$ cat src/rtl/shift_add_control.sv
// Sequential control and datapath for a 32x32 unsigned shift-add multiplier.
// Drives an external combinational ALU and shifts its sum/carry back into the product register.
module shift_add_control (
    input  logic        clk,
    input  logic        rst,
    input  logic        start,
    input  logic [31:0] Multiplicand,
    input  logic [31:0] Multiplier,
    output logic [31:0] alu_src1,
    output logic [31:0] alu_src2,
    output logic [5:0]  alu_funct,
    input  logic [31:0] alu_result,
    input  logic        alu_carry,
    output logic [63:0] Product,
    output logic        busy,
    output logic        done
);

    localparam logic [5:0] FUNCT_ADD = 6'b001001;
    localparam logic [5:0] FUNCT_NOP = 6'b000000;

    typedef enum logic [1:0] {
        IDLE = 2'd0,
        RUN  = 2'd1,
        DONE = 2'd2
    } state_t;

    state_t      state_q, state_d;
    logic [4:0]  cnt_q,   cnt_d;
    logic [31:0] mcand_q, mcand_d;
    logic [63:0] prod_q,  prod_d;

    // NOTE: reset is synchronous and active-low, so it lives inside the clocked branch; state uses <= only.
    always_ff @(posedge clk) begin
        if (!rst) begin
            state_q <= IDLE;
            cnt_q   <= '0;
            mcand_q <= '0;
            prod_q  <= '0;
        end else begin
            state_q <= state_d;
            cnt_q   <= cnt_d;
            mcand_q <= mcand_d;
            prod_q  <= prod_d;
        end
    end

    // NOTE: every output of this block is given a default first, so no path can infer a latch.
    always_comb begin
        state_d   = state_q;
        cnt_d     = cnt_q;
        mcand_d   = mcand_q;
        prod_d    = prod_q;
        alu_funct = FUNCT_NOP;
        busy      = 1'b0;
        done      = 1'b0;

        case (state_q)
            IDLE: begin
                if (start) begin
                    state_d = RUN;
                    mcand_d = Multiplicand;
                    prod_d  = {32'b0, Multiplier};
                    cnt_d   = '0;
                end
            end
            RUN: begin
                busy  = 1'b1;
                cnt_d = cnt_q + 5'd1;
                // The ALU returns zero for a non-add code, so the no-add path must bypass it.
                if (prod_q[0]) begin
                    alu_funct = FUNCT_ADD;
                    prod_d    = {alu_carry, alu_result, prod_q[31:1]};
                end else begin
                    prod_d    = {1'b0, prod_q[63:32], prod_q[31:1]};
                end
                if (cnt_q == 5'd31) begin
                    state_d = DONE;
                end
            end
            DONE: begin
                done    = 1'b1;
                state_d = IDLE;
            end
            default: begin
                state_d = IDLE;
            end
        endcase
    end

    assign alu_src1 = mcand_q;
    assign alu_src2 = prod_q[63:32];
    assign Product  = prod_q;

endmodule
$ cat config.mk
export PLATFORM = sky130hd
export DESIGN_NAME = shift_add_control
export DESIGN_NICKNAME = d
export VERILOG_FILES = /design/src/rtl/shift_add_control.sv
export SDC_FILE = /design/constraint.sdc
export NUM_CORES = 1
export LEC_CHECK = 0
export ABC_CLOCK_PERIOD_IN_PS = 4000
export CAP_MARGIN = 0
export CORE_MARGIN = 2
export CORE_UTILIZATION = 43
export DETAILED_ROUTE_END_ITERATION = 6
export GPL_ROUTABILITY_DRIVEN = 0
export PLACE_DENSITY_LB_ADDON = 0.1
export SLEW_MARGIN = 5
export SYNTH_ARGS = -nofsm -noshare
export SYNTH_HDL_FRONTEND = slang
export SYNTH_SLANG_ARGS = --single-unit
$ cat constraint.sdc
create_clock -name clk -period 4 [get_ports clk]
set_input_delay 1.2 -clock clk [delete_from_list [all_inputs] [get_ports clk]]
set_output_delay 1.2 -clock clk [all_outputs]
set_load 0.02 [all_outputs]
**Yosys cells after proc, flatten, opt, wreduce, memory -nomap -nowiden**

Index checks and enable logic that the tools add are counted.

- Add/sub/neg operators: 1
- Equal/unequal tests: 5
- Muxes and demuxes: 12
- Reductions and logical operators: 5

Operator list:

| cell | count |
|---|---|
| $mux W64 | 2 |
| $pmux W64 S2 | 1 |
| $pmux W5 S2 | 1 |
| $mux W4 | 2 |
| $reduce_and A2 Y1 | 3 |
| $add A5 B1 Y5 const B | 1 |
| $eq A5 B5 Y1 const B | 1 |
| $mux W5 | 1 |
| $mux W2 | 2 |
| $ne A2 B2 Y1 const B | 2 |
| $pmux W2 S2 | 1 |
| $eq A2 B1 Y1 const B | 1 |
| $eq A2 B2 Y1 const B | 1 |
| $logic_not A2 Y1 | 1 |
| $mux W1 | 2 |
| $reduce_bool A2 Y1 | 1 |

- Flip-flop bits (word level): 103
- Bits of input ports: 100
- Output and inout bits: 136
- Logic and storage cells: 27

**Depth between registers and ports, before layout**

Gate-level depths: netlist (run 1).

- Depth after elaboration: 3
- Depth in mapped cells: 6
- Gate-level depth less buffers: 5

**Worst setup path after synthesis (run 1)**

OpenSTA, ideal clock, no wires.

- Path type: reg2out
- Start: register prod_q[0] (netlist: Product[0])
- End: output alu_funct[3]
- Arrival time: 1.299 ns
- Path slack: 1.501 ns
- Stages on the path, launching flop included: 5
- Path buffers: 3
- Cells stage by stage: dfxtp_1 buf_2 buf_2 and2_1 buf_4

- Cells in the longest elaborated chain, start to end: 2

Ends and longest elaborated chain:

| element | line | RTL |
|---|---|---|
| start: declaration | 31 | `logic [63:0] prod_q, prod_d;` |
| start signal: assignment | 44 | `prod_q <= prod_d;` |
| $mux W4 | 71 | `if (prod_q[0]) begin` |
| $mux W4 | 58 | `case (state_q)` |
| end: declaration | 11 | `output logic [5:0] alu_funct,` |

No other way between the ends.

**Final worst setup path (run 1)**

- Start: register state_q[0]
- End: output alu_funct[0]

- Cells in the longest elaborated chain, start to end: 2

Ends and longest elaborated chain:

| element | line | RTL |
|---|---|---|
| start: declaration | 28 | `state_t state_q, state_d;` |
| start signal: assignment | 41 | `state_q <= state_d;` |
| $eq A2 B1 Y1 | 58 |  |
| $mux W4 | 58 |  |

No other way between the ends.

==> results of run 1 <==
## layout make-up
| class | count | area, um2 |
|---|---|---|
| Tap cell | 136 | 170 |
| Multi-Input combinational cell | 384 | 2010 |
| Sequential cell | 103 | 2060 |
| Fill cell | 891 | 3500 |
| Timing Repair Buffer | 239 | 2380 |
| Inverter | 2 | 7.51 |
| Clock buffer | 10 | 128 |
| Clock inverter | 5 | 58.8 |
## worst min-delay path, delay by kind of cell (launching register included)
| family | cells | cell delay (ns) |
|---|---|---|
| flip-flops | 1 | 0.32 |
| AND/OR/NAND/NOR | 1 | 0.05 |
| AO/OA/AOI/OAI | 1 | 0.05 |
## cell families after synthesis
logic type | share of synthesized area
adders and majority gates | 0.00547
buffers and inverters | 0.114
and+or+nand+nor | 0.234
muxes | 0.0785
other | 0.000820
DFF | 0.451
AOI/OAI and AO/OA | 0.116
## flip-flops by register name, summed over array words and instances (netlist names)
signal,cells
Product,64
alu_src1,32
cnt_q,5
state_q,2
## power groups by stage
stage | Sequential (uW) | Clock [uW] | Combinational [uW]
2_1_floorplan | 1230 | 0 | 247
3_3_place_gp | 1160 | 0 | 567
3_5_place_dp | 1160 | 0 | 576
4_1_cts | 1140 | 648 | 578
5_1_grt | 1150 | 692 | 618
6_report | 1140 | 637 | 574
## cell usage in the layout (no fill, tap or decap)
master and n:
o21ai_0 32, clkbuf_1 1, ha_1 2, nor2b_1 3, nor2_1 36, buf_4 7
a21oi_1 65, nand2b_2 1, nor3b_1 1, and2_1 1, nand2_1 97, dfxtp_2 1
mux2i_1 1, inv_6 1, nor3_1 63, a22oi_1 2, o21bai_1 1, clkbuf_8 9
o21a_1 1, nand3_1 35, dfxtp_1 102, buf_12 1, clkdlybuf4s50_1 231, or3b_4 1
and3_1 2, a211oi_1 1, clkinvlp_4 2, nor3b_2 1, bufinv_16 1, conb_1 4
mux2_2 31, nor4_1 1, clkinv_2 1, or3_1 1, inv_2 2, a31oi_1 1
## layer usage
layer / global-route usage / wire length (um)
met2: 0.357 / 6230
met5: 0 / 0
met4: 0.0603 / 159
met1: 0.283 / 5530
met3: 0.0498 / 1050
## worst paths after layout
kind | start | end | slack (ns)
worst max-delay path | state_q[0]$_SDFFE_PN0P_ | alu_funct[0] | 0.73
worst min-delay path | alu_src1[1]$_SDFFE_PN0P_ | alu_src1[1]$_SDFFE_PN0P_ | 0.46
worst max register to register | state_q[0]$_SDFFE_PN0P_ | Product[31]$_SDFFE_PN0P_ | 2.13
worst min register to register | alu_src1[1]$_SDFFE_PN0P_ | alu_src1[1]$_SDFFE_PN0P_ | 0.46
## per-stage QoR
stage	cell area, um2	std cells	hold WS, ns	power (uW)
2_1_floorplan	4580	572	0.464	1470
3_3_place_gp	6630	864	0.441	1730
3_5_place_dp	6630	864	0.446	1740
4_1_cts	6820	879	0.460	2370
5_1_grt	6820	879	0.480	2460
6_report	6820	879	0.457	2350
==> flow_metrics.env, run 1 <==
export IMPL_status="completed"
export IMPL_synth_top_area_cell="dfxtp_1"
export IMPL_path_depth=4
export IMPL_post_cts_resized=0
export IMPL_ys_warn_count=0
export IMPL_slew_headroom=0.576
export IMPL_avgSynthCellArea_um2=8.04
export IMPL_synth_top_cell_area_share=0.451
export IMPL_finalCritPeriodShare=0.817
export IMPL_required_ns=2.80
export IMPL_rows=37
export IMPL_leakagePower_uw=0.00247
export IMPL_wl_per_cell_um=14.8
export IMPL_grt_pass1_vias=4125
export IMPL_initialDrtViolationCount=223
export IMPL_fmax_mhz=306
export IMPL_initial_core_util=0.443
export IMPL_synth_common_cells="103 x dfxtp_1, 97 x nand2_1, 65 x a21oi_1"
export IMPL_postRouteAntennaNets=0
export IMPL_final_nets=841
export IMPL_power_density_nw_per_um2=345
export IMPL_post_place_ws_ns=1.02
export IMPL_final_util=0.661
export IMPL_synth_ff_type="dfxtp_1"
export IMPL_area_growth_pct=49.1
export IMPL_clkPwrFrac=0.271
export IMPL_grt_antenna_before_repair=0
export IMPL_rsz0062_at_grt="no"
export IMPL_drc=0
export IMPL_num_io_pins=236
export IMPL_seqPwrFrac=0.485
export IMPL_synth_edf_count=0
export IMPL_worst_pin_slew_ns=0.636
export IMPL_ys_top_cells_by_area="dfxtp_1 45%, nand2_1 8.0%, mux2_2 7.6%"
export IMPL_crit_chain="nand2b_2 -> inv_2 -> and2_1 -> clkdlybuf4s50_1"
export IMPL_ys_seq_area_frac=0.451
export IMPL_clockBufferDepth=2
export IMPL_p_int_uw=1670
export IMPL_arrival_ns=2.07
export IMPL_fin_ws_ns=0.734
export IMPL_htreeDepth=3
export IMPL_cts_tree="done"
export IMPL_cts_root_buf="clkbuf_8"
export IMPL_path_buf_inv=2
export IMPL_synth_seq_cells=103
export IMPL_coreArea_um2=10300
export IMPL_setup_viol=0
export IMPL_cts_hold_buffers=0
export IMPL_path_class="register to primary output"
export IMPL_n_antenna_cell=0
export IMPL_max_vdd_ir_drop_v=0.000233
export IMPL_reg2reg_depth=5
export IMPL_dr_pass1_iters=4
export IMPL_drive_above_1_share=0.0794
export IMPL_async_flop_share=0
export IMPL_routed_via_density=5.07
export IMPL_hold_viol=0
export IMPL_clock_skew_ns=0.00994
export IMPL_cts_buffers_inserted=9
export IMPL_hp_class="register to register"
export IMPL_p_switching_uw=686
export IMPL_grt_pass1_wl_mm=20.3
export IMPL_finalMaxSlewViolations=0
export IMPL_ys_types=29
export IMPL_dieArea_um2=11500
export IMPL_netlist_instances=569
export IMPL_critPathCaptureType="primary output"
export IMPL_numPortBuffers=231
export IMPL_critPathMaxFanout=23
export IMPL_power_frac_comb=0.244
export IMPL_grt_usage=0.216
export IMPL_switching_share=0.292
export IMPL_critPathTopFamily="buffers and inverters"
export IMPL_grt_start_max_net_pins=67
export IMPL_die_width_um=107
export IMPL_syn_area_um2=4570
export IMPL_cts_sinks=103
export IMPL_gr_total_overflow=0
export IMPL_drt_wl_total_mm=13.0
export IMPL_start_kind="register"
export IMPL_vias=4454
export IMPL_die_y_um=107
export IMPL_fin_setup_tns_ns=0
export IMPL_hpwlAfterDp_mm=8.98
export IMPL_drv_cap=0
export IMPL_min_period_ns=3.27
export IMPL_clk_insertion_delay_late_ns=0.35
export IMPL_cp_slowest_stage_delay_ns=0.60
export IMPL_path_clk_slew_ns=0.09
export IMPL_cts_setup_buffers=0
export IMPL_yosysMostFrequentCell="dfxtp_1"
export IMPL_crit_slowest_cell="clkdlybuf4s50_1"
export IMPL_holdPathStages=2
No activity file was read; power rests on OpenSTA's default activity.
==> run 2, diff against run 1 <==
- ABC_CLOCK_PERIOD_IN_PS: 4000 -> 2680
- CORE_UTILIZATION: 43 -> 36
- clock period: 4 -> 2.68 ns (I/O delays scaled with it)
==> run 2 against run 1 <==
Against the previous run:
- flip-flop and latch count unchanged
- sequential share of layout area down 0.98 points
- register-to-register slack got worse by 1.0 ns
- global-route usage down 2.6 points
- first-iteration DRC count increased by 24%
- total power up 67%
==> flow_metrics.env, run 2 (synthesis gave the netlist of run 1 again) <==
export IMPL_status="completed"
export IMPL_rows=41
export IMPL_clockBufferDepth=2
export IMPL_stdcell_area_um2=7050
export IMPL_reg2reg_depth=4
export IMPL_clkPwrFrac=0.345
export IMPL_vias=4492
export IMPL_cts_root_buf="clkbuf_16"
export IMPL_n_fill_cell=1222
export IMPL_grt_start_max_net_pins=67
export IMPL_hold_path_startpoint="alu_src1[0]$_SDFFE_PN0P_"
export IMPL_p_switching_uw=1060
export IMPL_htreeDepth=3
export IMPL_cts_buffers_inserted=9
export IMPL_multi_input_area_um2=2010
export IMPL_wl_per_cell_um=14.6
export IMPL_hp_class="register to register"
export IMPL_cts_setup_buffers=0
export IMPL_largest_reg_flops=64
export IMPL_critPathCaptureType="primary output"
export IMPL_reg2reg_slack_ns=1.10
export IMPL_cts_sinks=103
export IMPL_max_vdd_ir_drop_v=0.000308
export IMPL_coreArea_um2=12500
export IMPL_initialDrtViolationCount=276
export IMPL_power_density_nw_per_um2=557
export IMPL_clk_insertion_delay_late_ns=0.34
export IMPL_grt_pass1_vias=4069
export IMPL_min_to="alu_src1[0]$_SDFFE_PN0P_"
export IMPL_routed_via_density=4.88
export IMPL_finalMaxSlewViolations=0
export IMPL_final_cell_mix="228 x clkdlybuf4s50_1, 102 x dfxtp_1, 97 x nand2_1, 65 x a21oi_1, 63 x nor3_1"
export IMPL_drv_cap=0
export IMPL_layout_commonest_cell="clkdlybuf4s50_1"
export IMPL_fin_setup_tns_ns=0
export IMPL_regArea_um2=2060
export IMPL_drt_wl_total_mm=13.4
export IMPL_numPortBuffers=231
export IMPL_leakagePower_uw=0.00260
export IMPL_postRouteAntennaNets=0
export IMPL_drive_above_1_share=0.0854
export IMPL_switching_share=0.269
export IMPL_min_period_ns=2.38
export IMPL_grt_pass1_wl_mm=20.5
export IMPL_area_growth_pct=54.1
export IMPL_grt_usage=0.190
export IMPL_hpwlAfterDp_mm=9.18
export IMPL_grt_antenna_before_repair=0
export IMPL_gr_total_overflow=0
export IMPL_rr_startpoint="state_q[1]$_SDFFE_PN0P_"
export IMPL_start_kind="register"
export IMPL_fmax_mhz=420
export IMPL_worst_pin_slew_ns=0.664
export IMPL_num_io_pins=236
export IMPL_die_width_um=117
export IMPL_power_frac_comb=0.224
export IMPL_final_nets=846
export IMPL_rsz0062_at_grt="no"
export IMPL_worst_hold_slack_ns=0.452
export IMPL_p_int_uw=2870
export IMPL_r2r_end="Product[17]$_SDFFE_PN0P_"
export IMPL_path_clk_slew_ns=0.07
export IMPL_initial_core_util=0.365
export IMPL_slew_headroom=0.558
export IMPL_finalCritPeriodShare=0.888
export IMPL_path_class="register to primary output"
export IMPL_n_antenna_cell=0
export IMPL_dr_pass1_iters=4
export IMPL_holdPathStages=2
export IMPL_die_y_um=117
export IMPL_cts_tree="done"
export IMPL_required_ns=1.88
export IMPL_setup_viol=0
export IMPL_drc=0
export IMPL_arrival_ns=1.57
export IMPL_clock_skew_ns=0.00557
export IMPL_hold_viol=0
export IMPL_dieArea_um2=13600
export IMPL_p_total_uw=3930
export IMPL_critPathMaxFanout=6
export IMPL_seqPwrFrac=0.432
export IMPL_place_area_um2=6730
-- run 2: changes by cell type in the layout (fill, tap and decap cells not counted) --
cell / delta
clkbuf_16: +9
clkbuf_8: -6
buf_4: +4
clkdlybuf4s50_1: -3
dlymetal6s2s_1: +3
buf_12: +1
clkbuf_1: +1
clkinv_2: -1
clkinvlp_4: -1
inv_6: -1
-- run 2: area by class of cell --
type,instances,share of cell area
clock buffer,14,0.0389
sequential,103,0.293
tap,172,0.0305
clock inverter,2,0.00533
inverter,2,0.00107
multi-input combinational,384,0.285
timing repair buffer,244,0.347
-- run 2: power by group through the flow --
stage	Sequential, uW	Clock (uW)	Combinational [uW]
3_5_place_dp	1730	0	882
6_report	1690	1350	878
3_3_place_gp	1720	0	877
5_1_grt	1710	1450	948
4_1_cts	1690	1400	887
2_1_floorplan	1830	0	369
-- run 2: worst max path at each step --
stage	endpoint	depth (start not counted)	from	slack (ns)
after floorplan	alu_funct[3]	4	Product[0]$_SDFFE_PN0P_	0.58
after global placement	Product[44]$_SDFFE_PN0P_	5	start	0.32
after detailed placement	Product[44]$_SDFFE_PN0P_	5	start	0.30
after CTS	busy	4	state_q[0]$_SDFFE_PN0P_	0.007
after global routing	done	2	state_q[1]$_SDFFE_PN0P_	0.21
final	done	2	state_q[1]$_SDFFE_PN0P_	0.30
-- run 2: worst max-delay path, cell delays in order (launching register included) --
cell and delay (ns):
dfxtp_1 0.43, nor2b_1 0.16, clkdlybuf4s50_1 0.65
-- run 2: per-layer routing --
| layer | global-route usage | vias up | share of wire |
|---|---|---|---|
| li1 | - | 2241 | - |
| met1 | 0.245 | 2097 | 0.43 |
| met2 | 0.305 | 143 | 0.47 |
| met3 | 0.0560 | 11 | 0.083 |
| met4 | 0.0643 | 0 | 0.011 |
| met5 | 0 | - | 0 |
-- run 2: what timing repair did --
action,CTS,global route
setup endpoints to repair,0,3
gates resized for setup,0,4
hold endpoints to repair,0,0
hold buffers,0,0
-- run 2: metrics by stage --
step                      cells  setup slack (ns)   util
after global routing        921             0.213  0.563
final                       921             0.301  0.563
after CTS                   921           0.00745  0.562
after detailed placement    905             0.302  0.537
after floorplan             572             0.577      -
after global placement      905             0.319  0.537
